## src/rtl/la_pkg.sv

```systemverilog
// rtl/la_pkg.sv - shared types and helpers for the capture sequencer
package la_pkg;

  localparam int PRESCALE_W = 29;

  typedef enum logic [1:0] {
    NONE    = 2'b00,
    RISING  = 2'b01,
    FALLING = 2'b10,
    BOTH    = 2'b11
  } trig_kind_e;

  typedef enum logic [2:0] {
    IDLE,
    PRETRIG,
    WAIT_TRIG,
    POSTTRIG,
    DONE
  } cap_state_e;

  function automatic logic edge_fire(input logic [1:0] kind, input logic prev, input logic cur);
    case (kind)
      RISING:  edge_fire = ~prev & cur;
      FALLING: edge_fire = prev & ~cur;
      BOTH:    edge_fire = prev ^ cur;
      default: edge_fire = 1'b0;
    endcase
  endfunction

endpackage

```

## src/rtl/sample_tick_gen.sv

```systemverilog
// rtl/sample_tick_gen.sv - prescaler producing one tick every factor cycles (0 acts as 1)
module sample_tick_gen #(
  parameter int W = 29
) (
  input  logic         clk,
  input  logic         rst,
  input  logic         clear,
  input  logic         enable,
  input  logic [W-1:0] factor,
  output logic         tick
);

  logic [W-1:0] cnt;
  logic [W-1:0] limit;

  always_comb begin
    limit = '0;
    if (factor != '0) limit = factor - 1'b1;
  end

  assign tick = enable && (cnt == limit);

  always_ff @(posedge clk) begin
    if (rst || clear) begin
      cnt <= '0;
    end else if (enable) begin
      cnt <= tick ? '0 : cnt + 1'b1;
    end
  end

endmodule

```

## src/rtl/capture_sequencer.sv

```systemverilog
// rtl/capture_sequencer.sv - one logic-analyser acquisition: strobe, capture, trigger, pre-trigger window
module capture_sequencer #(
  parameter int NUM_CH     = 16,
  parameter int ADDR_W     = 10,
  parameter int PRE_TRIG   = 256,
  parameter int PRESCALE_W = la_pkg::PRESCALE_W
) (
  input  logic                  clk,
  input  logic                  rst,
  input  logic                  arm,
  input  logic                  abort,
  input  logic [PRESCALE_W-1:0] prescaling_factor,
  input  logic [2*NUM_CH-1:0]   trigger_kind,
  input  logic [NUM_CH-1:0]     probe_in,
  output logic                  mem_we,
  output logic [ADDR_W-1:0]     mem_addr,
  output logic [NUM_CH-1:0]     mem_wdata,
  output logic                  busy,
  output logic                  triggered,
  output logic                  done,
  output logic [ADDR_W-1:0]     trig_addr,
  output logic [ADDR_W-1:0]     start_addr
);
  import la_pkg::*;

  localparam int DEPTH = 2 ** ADDR_W;
  localparam logic [ADDR_W-1:0] PRE_CNT   = ADDR_W'(PRE_TRIG);
  localparam logic [ADDR_W-1:0] PRE_LAST  = ADDR_W'(PRE_TRIG - 1);
  localparam logic [ADDR_W-1:0] POST_LAST = ADDR_W'(DEPTH - PRE_TRIG - 2);
  localparam bit                NO_POST   = (DEPTH - PRE_TRIG == 1);

  cap_state_e state, state_nxt;

  logic [PRESCALE_W-1:0] fac_q;
  logic [2*NUM_CH-1:0]   kind_q;
  logic                  accept, tick, capturing, trig_found;
  logic [ADDR_W-1:0]     s_cnt, post_cnt, wr_ptr;
  logic [NUM_CH-1:0]     prev_sample, pend_data;
  logic                  pend_we, pend_pre_last, pend_trig, pend_last;
  logic                  fire, is_trig, is_last;

  assign accept = arm && !abort && (state == IDLE || state == DONE);

  sample_tick_gen #(.W(PRESCALE_W)) u_tick (
    .clk    (clk),
    .rst    (rst),
    .clear  (accept),
    .enable (capturing),
    .factor (fac_q),
    .tick   (tick)
  );

  // Decisions are taken per captured sample, not per FSM state, so F=1 overlap of
  // one sample's write with the next sample's capture stays correct.
  always_comb begin
    fire = (kind_q == '0);
    for (int c = 0; c < NUM_CH; c++) begin
      fire = fire | edge_fire(kind_q[2*c +: 2], prev_sample[c], probe_in[c]);
    end
    is_trig = (s_cnt == PRE_CNT) && !trig_found && fire;
    is_last = (is_trig && NO_POST) || (trig_found && post_cnt == POST_LAST);
  end

  always_ff @(posedge clk) begin
    if (rst) begin
      fac_q         <= '0;
      kind_q        <= '0;
      capturing     <= 1'b0;
      trig_found    <= 1'b0;
      s_cnt         <= '0;
      post_cnt      <= '0;
      prev_sample   <= '0;
      pend_data     <= '0;
      pend_we       <= 1'b0;
      pend_pre_last <= 1'b0;
      pend_trig     <= 1'b0;
      pend_last     <= 1'b0;
    end else if (abort) begin
      capturing <= 1'b0;
      pend_we   <= 1'b0;
    end else if (accept) begin
      fac_q      <= prescaling_factor;
      kind_q     <= trigger_kind;
      capturing  <= 1'b1;
      trig_found <= 1'b0;
      s_cnt      <= '0;
      post_cnt   <= '0;
      pend_we    <= 1'b0;
    end else begin
      pend_we <= tick;
      if (tick) begin
        pend_data     <= probe_in;
        prev_sample   <= probe_in;
        pend_pre_last <= (s_cnt == PRE_LAST);
        pend_trig     <= is_trig;
        pend_last     <= is_last;
        if (s_cnt != PRE_CNT) s_cnt <= s_cnt + 1'b1;
        if (is_trig) trig_found <= 1'b1;
        if (trig_found) post_cnt <= post_cnt + 1'b1;
        if (is_last) capturing <= 1'b0;
      end
    end
  end

  always_ff @(posedge clk) begin
    if (rst) begin
      wr_ptr     <= '0;
      trig_addr  <= '0;
      start_addr <= '0;
    end else if (accept) begin
      wr_ptr <= '0;
    end else if (pend_we) begin
      wr_ptr <= wr_ptr + 1'b1;
      if (pend_trig) begin
        trig_addr  <= wr_ptr;
        start_addr <= wr_ptr - PRE_CNT;
      end
    end
  end

  always_ff @(posedge clk) begin
    if (rst) state <= IDLE;
    else     state <= state_nxt;
  end

  always_comb begin
    state_nxt = state;
    if (abort) begin
      state_nxt = IDLE;
    end else begin
      case (state)
        IDLE, DONE: if (arm) state_nxt = PRETRIG;
        PRETRIG:    if (pend_we && pend_pre_last) state_nxt = WAIT_TRIG;
        WAIT_TRIG:  if (pend_we && pend_trig) state_nxt = pend_last ? DONE : POSTTRIG;
        POSTTRIG:   if (pend_we && pend_last) state_nxt = DONE;
        default:    state_nxt = IDLE;
      endcase
    end
  end

  assign mem_we    = pend_we;
  assign mem_addr  = wr_ptr;
  assign mem_wdata = pend_data;
  assign busy      = (state == PRETRIG) || (state == WAIT_TRIG) || (state == POSTTRIG);
  assign triggered = (state == POSTTRIG) || (state == DONE);
  assign done      = (state == DONE);

endmodule

```

## config.mk

```make
export PLATFORM = sky130hd
export DESIGN_NAME = capture_sequencer
export DESIGN_NICKNAME = d
export VERILOG_FILES = /design/src/rtl/la_pkg.sv /design/src/rtl/sample_tick_gen.sv /design/src/rtl/capture_sequencer.sv
export SDC_FILE = /design/constraint.sdc
export NUM_CORES = 1
export LEC_CHECK = 0
export ABC_AREA = 1
export BUFFER_PORTS_ARGS = -buffer_cell sky130_fd_sc_hd__buf_2
export CAP_MARGIN = 10
export CORE_ASPECT_RATIO = 0.8
export CORE_MARGIN = 3
export CORE_UTILIZATION = 57
export CTS_CLUSTER_SIZE = 40
export DETAILED_ROUTE_END_ITERATION = 10
export PLACE_DENSITY = 0.88
export SYNTH_ARGS = -nofsm -noshare
export SYNTH_HDL_FRONTEND = slang
export SYNTH_SLANG_ARGS = --single-unit
export TNS_END_PERCENT = 30
```

## constraint.sdc

```tcl
create_clock -name clk -period 2.9 [get_ports clk]
set_clock_uncertainty 0.05 [all_clocks]
set_input_delay 0.435 -clock clk [delete_from_list [all_inputs] [get_ports clk]]
set_output_delay 0.435 -clock clk [all_outputs]
set_load 0.02 [all_outputs]
```

==> out/summary.txt, run 1 <==
Num ports -> 131
Max Root-Sink Buffers -> 2
GR Util All Layers -> 30.9%
Final setup viols -> 0
Leak -> 5.32 nW
Multi-input logic area -> 5650 um2
Die area -> 18,600 um2
Final WL -> 30,000 um
Status -> completed
Avg Cell Area, Syn -> 6.57 um2
CP arrival -> 3.07 ns
Critical path fanouts, max -> 20
Peak supply drop -> 0.389 mV
Grt ovf -> 0
Share of cells above drive strength 1 -> 16.8%
Asr flop ratio synth -> 0%
Final period utilization -> 95.2%
Placement Setup Slack -> -0.0779 ns
Maximum clock rate -> 0.362 GHz
Post-Syn Instances -> 1,477
Worst endpoint required time -> 3.21 ns
Filler cells -> 1,442
Startpoint types -> flop
Netlist cell types -> 47
Row count -> 42
Tightest Pin Transition -> 0.755 ns
Starting Density -> 58.4%
M1 GR Usage -> 42.1%
Total Power -> 0.00601 W
Synth area leader -> dfxtp_1
Post-layout instance area -> 11,500 um2
Global-route wire length before repair -> 47,300 um
Grt peak-use layer -> met2
Slowest-stage cell, CP -> dfxtp_1
Core area -> 16,600 um2
Syn_nets -> 1,597
Seq cells post-synth -> 157
Final #Nets -> 1,730
Reg clk slew, reported paths -> 0.07 ns
Final ANT Viol Nets -> 0
Port Buffers -> 130
Vias in the first global route -> 9,593
Via-to-Cell Ratio -> 5.70
Yosys Warn Count -> 0
DP Area -> 10,600 um2
PD cells -> 523 nW/um2
Most common cell on crit path -> nand2_1
CP cell instances -> inv_1 -> ha_4 -> nand2_4 -> nor2_8 -> buf_4 -> xor2_4 -> nand2_1 -> nand2_1 -> nand2_1 -> clkinv_1 -> nand2_1 -> nor2_1 -> nand2_1 -> nor2_1 -> nand3_2 -> inv_4 -> buf_12 -> nand4_1 -> a21oi_1
Cell family contributing the most delay on the critical path -> simple AND/OR/NAND/NOR gates
Die W -> 152 um
Clock root cell -> clkbuf_16
Mapped cell area -> 9710 um2
Iter 0 DRT Violations -> 1,127
Global Route met3 Usage -> 7.44%
RSZ-0062 raised after global routing -> true
CTS tree -> done
Final HPWL DP -> 22,100 um
Hold-fix buffers at CTS -> 0
CTS H-tree lvls -> 4
Clock sinks -> 157
Max cap viols -> 0
Slew margin rel. -> 49.2%
TritonCTS buffer count -> 17
CP max stage delay -> 0.30 ns
Hold Violations, Final -> 0
Largest net degree at the start of global routing -> 97
Final min period -> 2.76 ns
Placed Cells -> 1,804
Routed WL per cell -> 16.3 um
Crit path kind -> flop to flop
Met2 GRT Util -> 49.1%
Register area share after synthesis -> 32.4%
GPL Wtd Cong -> 1.05
Initial antenna violation count -> 4
Primary FF master, synth -> dfxtp_1
Max-slew violation count -> 0
DRT Pass-1 Iters -> 6
Yosys top cell area share -> 32.4%
Critical Path End Type -> flop
Synth top area cells -> dfxtp_1 32%, nand2_1 11%, inv_1 7.7%
Buf+Inv Stages, Crit Path -> 5
Residual DRC -> 0
Type of the worst min-delay path -> input port to flop
Worst skew pair latency -> 0.44 ns
Sequential cell area -> 3140 um2
Post-synth EDFFs -> 0
Final cell count without fillers -> 1,844
Setup WS post-layout -> 0.140 ns
Die H -> 123 um
DR vias -> 10,500
Layout overhead on the synthesized area -> 18.3%
-- worst reg2reg max path, delay by kind of cell (launching register included) --
kind | cells | cell delay, ns
and+or+nand+nor | 11 | 1.15
buffers and inverters | 5 | 0.65
DFF | 1 | 0.30
adders and majority gates | 1 | 0.19
xor gates and xnor gates | 1 | 0.18
AOI/OAI and AO/OA | 1 | 0.17
-- cell usage after synthesis, types with 2 or more instances --
cell,n
nand2_1,286
inv_1,199
nor2_1,162
dfxtp_1,157
a21oi_1,126
nand3_1,124
o21ai_0,100
nand4_1,68
ha_1,39
clkbuf_1,35
nor3_1,28
xor2_1,25
nor4_1,12
buf_4,11
inv_2,11
nand2_2,10
nand3_2,8
buf_6,6
nor2_2,6
a211oi_1,5
nor3b_1,5
o211ai_1,5
o22ai_1,5
nand2_4,4
nor2_4,4
or2_2,4
a31oi_1,3
and2_1,3
buf_2,3
a32oi_1,2
clkinv_1,2
nand4_2,2
o21bai_1,2
xnor2_1,2
-- cells by family after synthesis --
kind of cell,after synthesis,share of synthesized area (%)
simple gates,732,35.0
buf+inv,268,11.3
compound gates,254,13.8
flops,157,32.4
fa+ha+maj,39,5.03
xor+xnor,27,2.44
-- stage by stage --
step           setup TNS (ns)  utilization (%)  hold WS, ns
5_1_grt                -0.103             69.2        0.194
6_report                    0             69.2        0.175
2_1_floorplan               0                -        0.390
3_3_place_gp           -0.144             63.9        0.405
3_5_place_dp            -1.16             63.9        0.409
4_1_cts                     0             68.0        0.173
-- worst paths after layout --
kind | to | from | slack [ns] | cells past startpoint
max | trig_found$_SDFFE_PP0P_ | fac_q[0]$_SDFFE_PP0P_ | 0.14 | 19
min | kind_q[24]$_SDFFE_PP0P_ | trigger_kind[24] | 0.17 | 3
max reg2reg | trig_found$_SDFFE_PP0P_ | fac_q[0]$_SDFFE_PP0P_ | 0.14 | 19
min reg2reg | pend_trig$_SDFFE_PP0P_ | pend_trig$_SDFFE_PP0P_ | 0.42 | 2
-- layer usage --
layer	wire, um	part of all wire (%)	up-vias
met5	49	0.16	-
met4	637	2.1	6
met3	3210	11	67
met2	13300	44	537
met1	12800	43	4771
li1	-	-	5133
-- what timing repair did --
item                       CTS  global route
pin swaps                    0             7
setup endpoints to repair   42            69
gates resized for setup      7            26
cloned                       0             2
buffers inserted             0             5
-- cells in the final DEF, fill, tap and decap left out, drive strengths merged --
| master | synthesis | routed |
|---|---|---|
| clkbuf | 35 | 17 |
| bufinv | 0 | 3 |
| dfxtp | 157 | 157 |
| a221oi | 1 | 1 |
| and2 | 3 | 3 |
| o221ai | 1 | 1 |
| nor4 | 13 | 13 |
| buf | 20 | 167 |
| a31oi | 3 | 3 |
| nand3b | 1 | 1 |
| a211oi | 5 | 5 |
| xor2 | 25 | 25 |
| o211a | 1 | 1 |
| a32oi | 2 | 2 |
| nand4 | 70 | 70 |
| o211ai | 5 | 5 |
| o21bai | 2 | 2 |
| and3 | 1 | 1 |
| clkinv | 2 | 6 |
| diode | 0 | 2 |
| a21oi | 126 | 126 |
| nor3 | 29 | 29 |
| o21ai | 100 | 100 |
| nand2 | 301 | 303 |
| inv | 211 | 218 |
| o31ai | 1 | 1 |
| nor2 | 173 | 173 |
| o22ai | 5 | 5 |
| or2 | 4 | 4 |
| xnor2 | 2 | 2 |
| nand3 | 132 | 132 |
| ha | 39 | 39 |
| o2111ai | 1 | 1 |
| nor3b | 5 | 5 |
| a41oi | 1 | 1 |
-- layout make-up --
cell class              instances  area share [%]
multi-input cells            1054            49.2
well taps                     220            2.40
flip-flops and latches        157            27.4
inverters                     213            7.07
diodes                          2          0.0436
clock inverters                14            1.72
repair buffers                167            8.52
clock buffers                  17            3.70
-- registers in the layout, summed over array words and instances, names as in the netlist --
register / count
mem_addr: 10
pend_trig: 1
pend_pre_last: 1
mem_we: 1
u_tick.cnt: 29
trig_found: 1
pend_last: 1
capturing: 1
trig_addr: 10
post_cnt: 10
kind_q: 32
s_cnt: 10
mem_wdata: 16
start_addr: 2
fac_q: 29
state: 3
-- power breakdown --
group          total [W]  leakage (nW)  internal [W]  switching, W
Clock            0.00241         0.308       0.00139       0.00102
Sequential       0.00230          1.28       0.00223     0.0000694
Combinational    0.00130          3.74      0.000426      0.000874
Total            0.00601          5.32       0.00404       0.00197
Power figures use the tool's default switching activity.
==> run 2, diff against run 1 <==
Settings changed: CORE_MARGIN 3 to default, PLACE_DENSITY 0.88 to 0.91.
==> out/summary.txt, run 2 (synthesis gave the netlist of run 1 again) <==
Peak supply drop -> 0.354 mV (-8.8%)
Worst skew pair latency -> 0.44 ns (about the same)
CP cell instances -> nor2_1 -> nand2_1 -> nor2_4 -> xor2_1 -> nand3_1 -> nand2_1 -> nand2_1 -> nor2_1 -> nand2_1 -> nor2_4 -> nand3_2 -> nor2_4 -> nand2_4 -> nand2_8 -> inv_6 -> nand3_1 -> inv_1
Hold Violations, Final -> 0 (unchanged)
Startpoint types -> flop
Setup WS post-layout -> 0.102 ns (-0.0375 ns)
Num ports -> 131 (unchanged)
CTS tree -> done
Type of the worst min-delay path -> input port to flop
Commonest non-fill, non-tap cells in the layout -> 281 x nand2_1, 192 x inv_1, 147 x dfxtp_1, 139 x nor2_1, 130 x buf_2
GR Util All Layers -> 35.3% (+4.4 points)
Die area -> 17,600 um2 (-5.8%)
Final #Nets -> 1,750 (+1.2%)
Vias in the first global route -> 9,826 (+2.4%)
Global-route wire length before repair -> 48,900 um (+3.4%)
Final period utilization -> 96.5% (+1.3 points)
Buf+Inv Stages, Crit Path -> 2 (-3)
Reg clk slew, reported paths -> 0.07 ns (about the same)
Core area -> 16,600 um2 (unchanged)
Max-slew violation count -> 0 (unchanged)
Via-to-Cell Ratio -> 5.82 (+2.1%)
Die H -> 119 um (-3.3%)
GPL Wtd Cong -> 0.992 (-5.7%)
Leak -> 5.38 nW (+1.2%)
Share of cells above drive strength 1 -> 20.1% (+3.3 points)
Row count -> 42 (unchanged)
Final ANT Viol Nets -> 0 (unchanged)
Tightest Pin Transition -> 1.02 ns (+0.269 ns)
Port Buffers -> 130 (unchanged)
Status -> completed
Final setup viols -> 0 (unchanged)
Starting Density -> 58.4% (unchanged)
Max reg flops -> 32 (unchanged)
Crit path kind -> flop to flop
CP max stage delay -> 0.35 ns (+0.05 ns)
Largest net degree at the start of global routing -> 65 (-33%)
Grt ovf -> 0 (unchanged)
Most common cell on crit path -> nand2_1
Initial antenna violation count -> 3 (-1)
Commonest non-fill, non-tap cell in the layout -> nand2_1
Max cap viols -> 0 (unchanged)
Clock root cell -> clkbuf_16
Worst endpoint required time -> 3.18 ns (-0.03 ns)
Iter 0 DRT Violations -> 1,156 (+2.6%)
Critical Path End Type -> flop
Biggest register -> kind_q
Residual DRC -> 0 (unchanged)
Critical path fanouts, max -> 16 (-20%)
DR vias -> 10,900 (+3.4%)
Routed WL per cell -> 17.0 um (+4.4%)
TritonCTS buffer count -> 17 (unchanged)
Die W -> 148 um (-2.6%)
PD cells -> 510 nW/um2 (-2.6%)
Clock sinks -> 157 (unchanged)
Biggest regs -> kind_q: 32 flops, fac_q: 29 flops, u_tick.cnt: 29 flops
Layout overhead on the synthesized area -> 21.0%
CP arrival -> 3.08 ns (about the same)
Slowest-stage cell, CP -> dfxtp_1
Final HPWL DP -> 23,100 um (+4.1%)
Cell family contributing the most delay on the critical path -> simple AND/OR/NAND/NOR gates
Max Root-Sink Buffers -> 2 (unchanged)
CTS H-tree lvls -> 4 (unchanged)
Hold-fix buffers at CTS -> 0 (unchanged)
Final WL -> 31,700 um (+5.7%)
Filler cells -> 1,337 (-7.3%)
Total Power -> 0.00599 W (-0.40%)
Placement Setup Slack -> 0.00750 ns (+0.0854 ns)
Slew margin rel. -> 31.5% (-18 points)
Maximum clock rate -> 0.357 GHz (-1.3%)
DRT Pass-1 Iters -> 7 (+1)
Final min period -> 2.80 ns (+0.0375 ns)
run 2: cell types whose count changed in the layout (fill, tap and decap cells not counted), moves of 4 or more:
cell and change:
inv_1 -5, nor2_4 +4, nor2_2 +10, clkinv_8 +4, nand2_2 +5, dfxtp_2 +10, buf_4 +15, inv_2 +6
dfxtp_1 -10, nor2_1 -14
run 2: metrics by stage:
stage                     hold WS (ns)  utilization, %  setup TNS (ns)  cell area (um2)  cells
after detailed placement         0.406            64.8               0            10800   1820
final                            0.196            70.7               0            11700   1867
after floorplan                  0.390               -               0             9710   1477
after CTS                        0.189            68.5               0            11400   1852
after global placement           0.405            64.8          -0.187            10800   1820
after global routing             0.194            70.7           -1.25            11700   1864
run 2: layer usage:
metal	GRT usage, %	up-vias	wire [um]
li1	-	5182	-
met1	47.5	4941	13000
met2	55.2	655	14200
met3	6.68	91	3510
met4	14.6	2	1040
met5	0	-	11
run 2: repair_timing:
item | 4_1_cts | 5_1_grt
pin swaps | 0 | 19
setup buffers | 0 | 7
setup endpoints to repair | 26 | 69
endpoints found under the hold margin | 0 | 0
gates cloned | 0 | 4
gates resized for setup | 4 | 75
run 2: layout make-up:
class                   count  area [um2]  area share (%)
multi-input cells        1056        5760            49.0
flip-flops and latches    157        3160            26.9
repair buffers            185        1130            9.65
inverters                 213         818            6.97
clock buffers              17         425            3.62
well taps                 220         275            2.34
clock inverters            15         166            1.42
diodes                      4        10.0          0.0852
run 2: power by group:
part / leakage (nW) / switching, W / internal, W
Sequential: 1.28 / 0.0000780 / 0.00223
Clock: 0.288 / 0.00110 / 0.00116
Combinational: 3.82 / 0.000940 / 0.000479
Total: 5.38 / 0.00212 / 0.00387
run 2: path summary, 6_finish.rpt:
path                                              from                          end  slack, ns  cells after the start
worst min-delay path                  trigger_kind[27]      kind_q[27]$_SDFFE_PP0P_       0.20                      3
worst min register to register  pend_trig$_SDFFE_PP0P_       pend_trig$_SDFFE_PP0P_       0.42                      2
worst max-delay path             fac_q[6]$_SDFFE_PP0P_  u_tick.cnt[27]$_SDFFE_PP0P_       0.10                     17
worst max register to register   fac_q[6]$_SDFFE_PP0P_  u_tick.cnt[27]$_SDFFE_PP0P_       0.10                     17
run 2: worst register-to-register path, delay by kind of cell, from the launching register on:
| kind | cells | cell delay [ns] |
|---|---|---|
| xor gates and xnor gates | 1 | 0.35 |
| buffers and inverters | 2 | 0.13 |
| DFF | 1 | 0.35 |
| and+or+nand+nor | 14 | 1.82 |
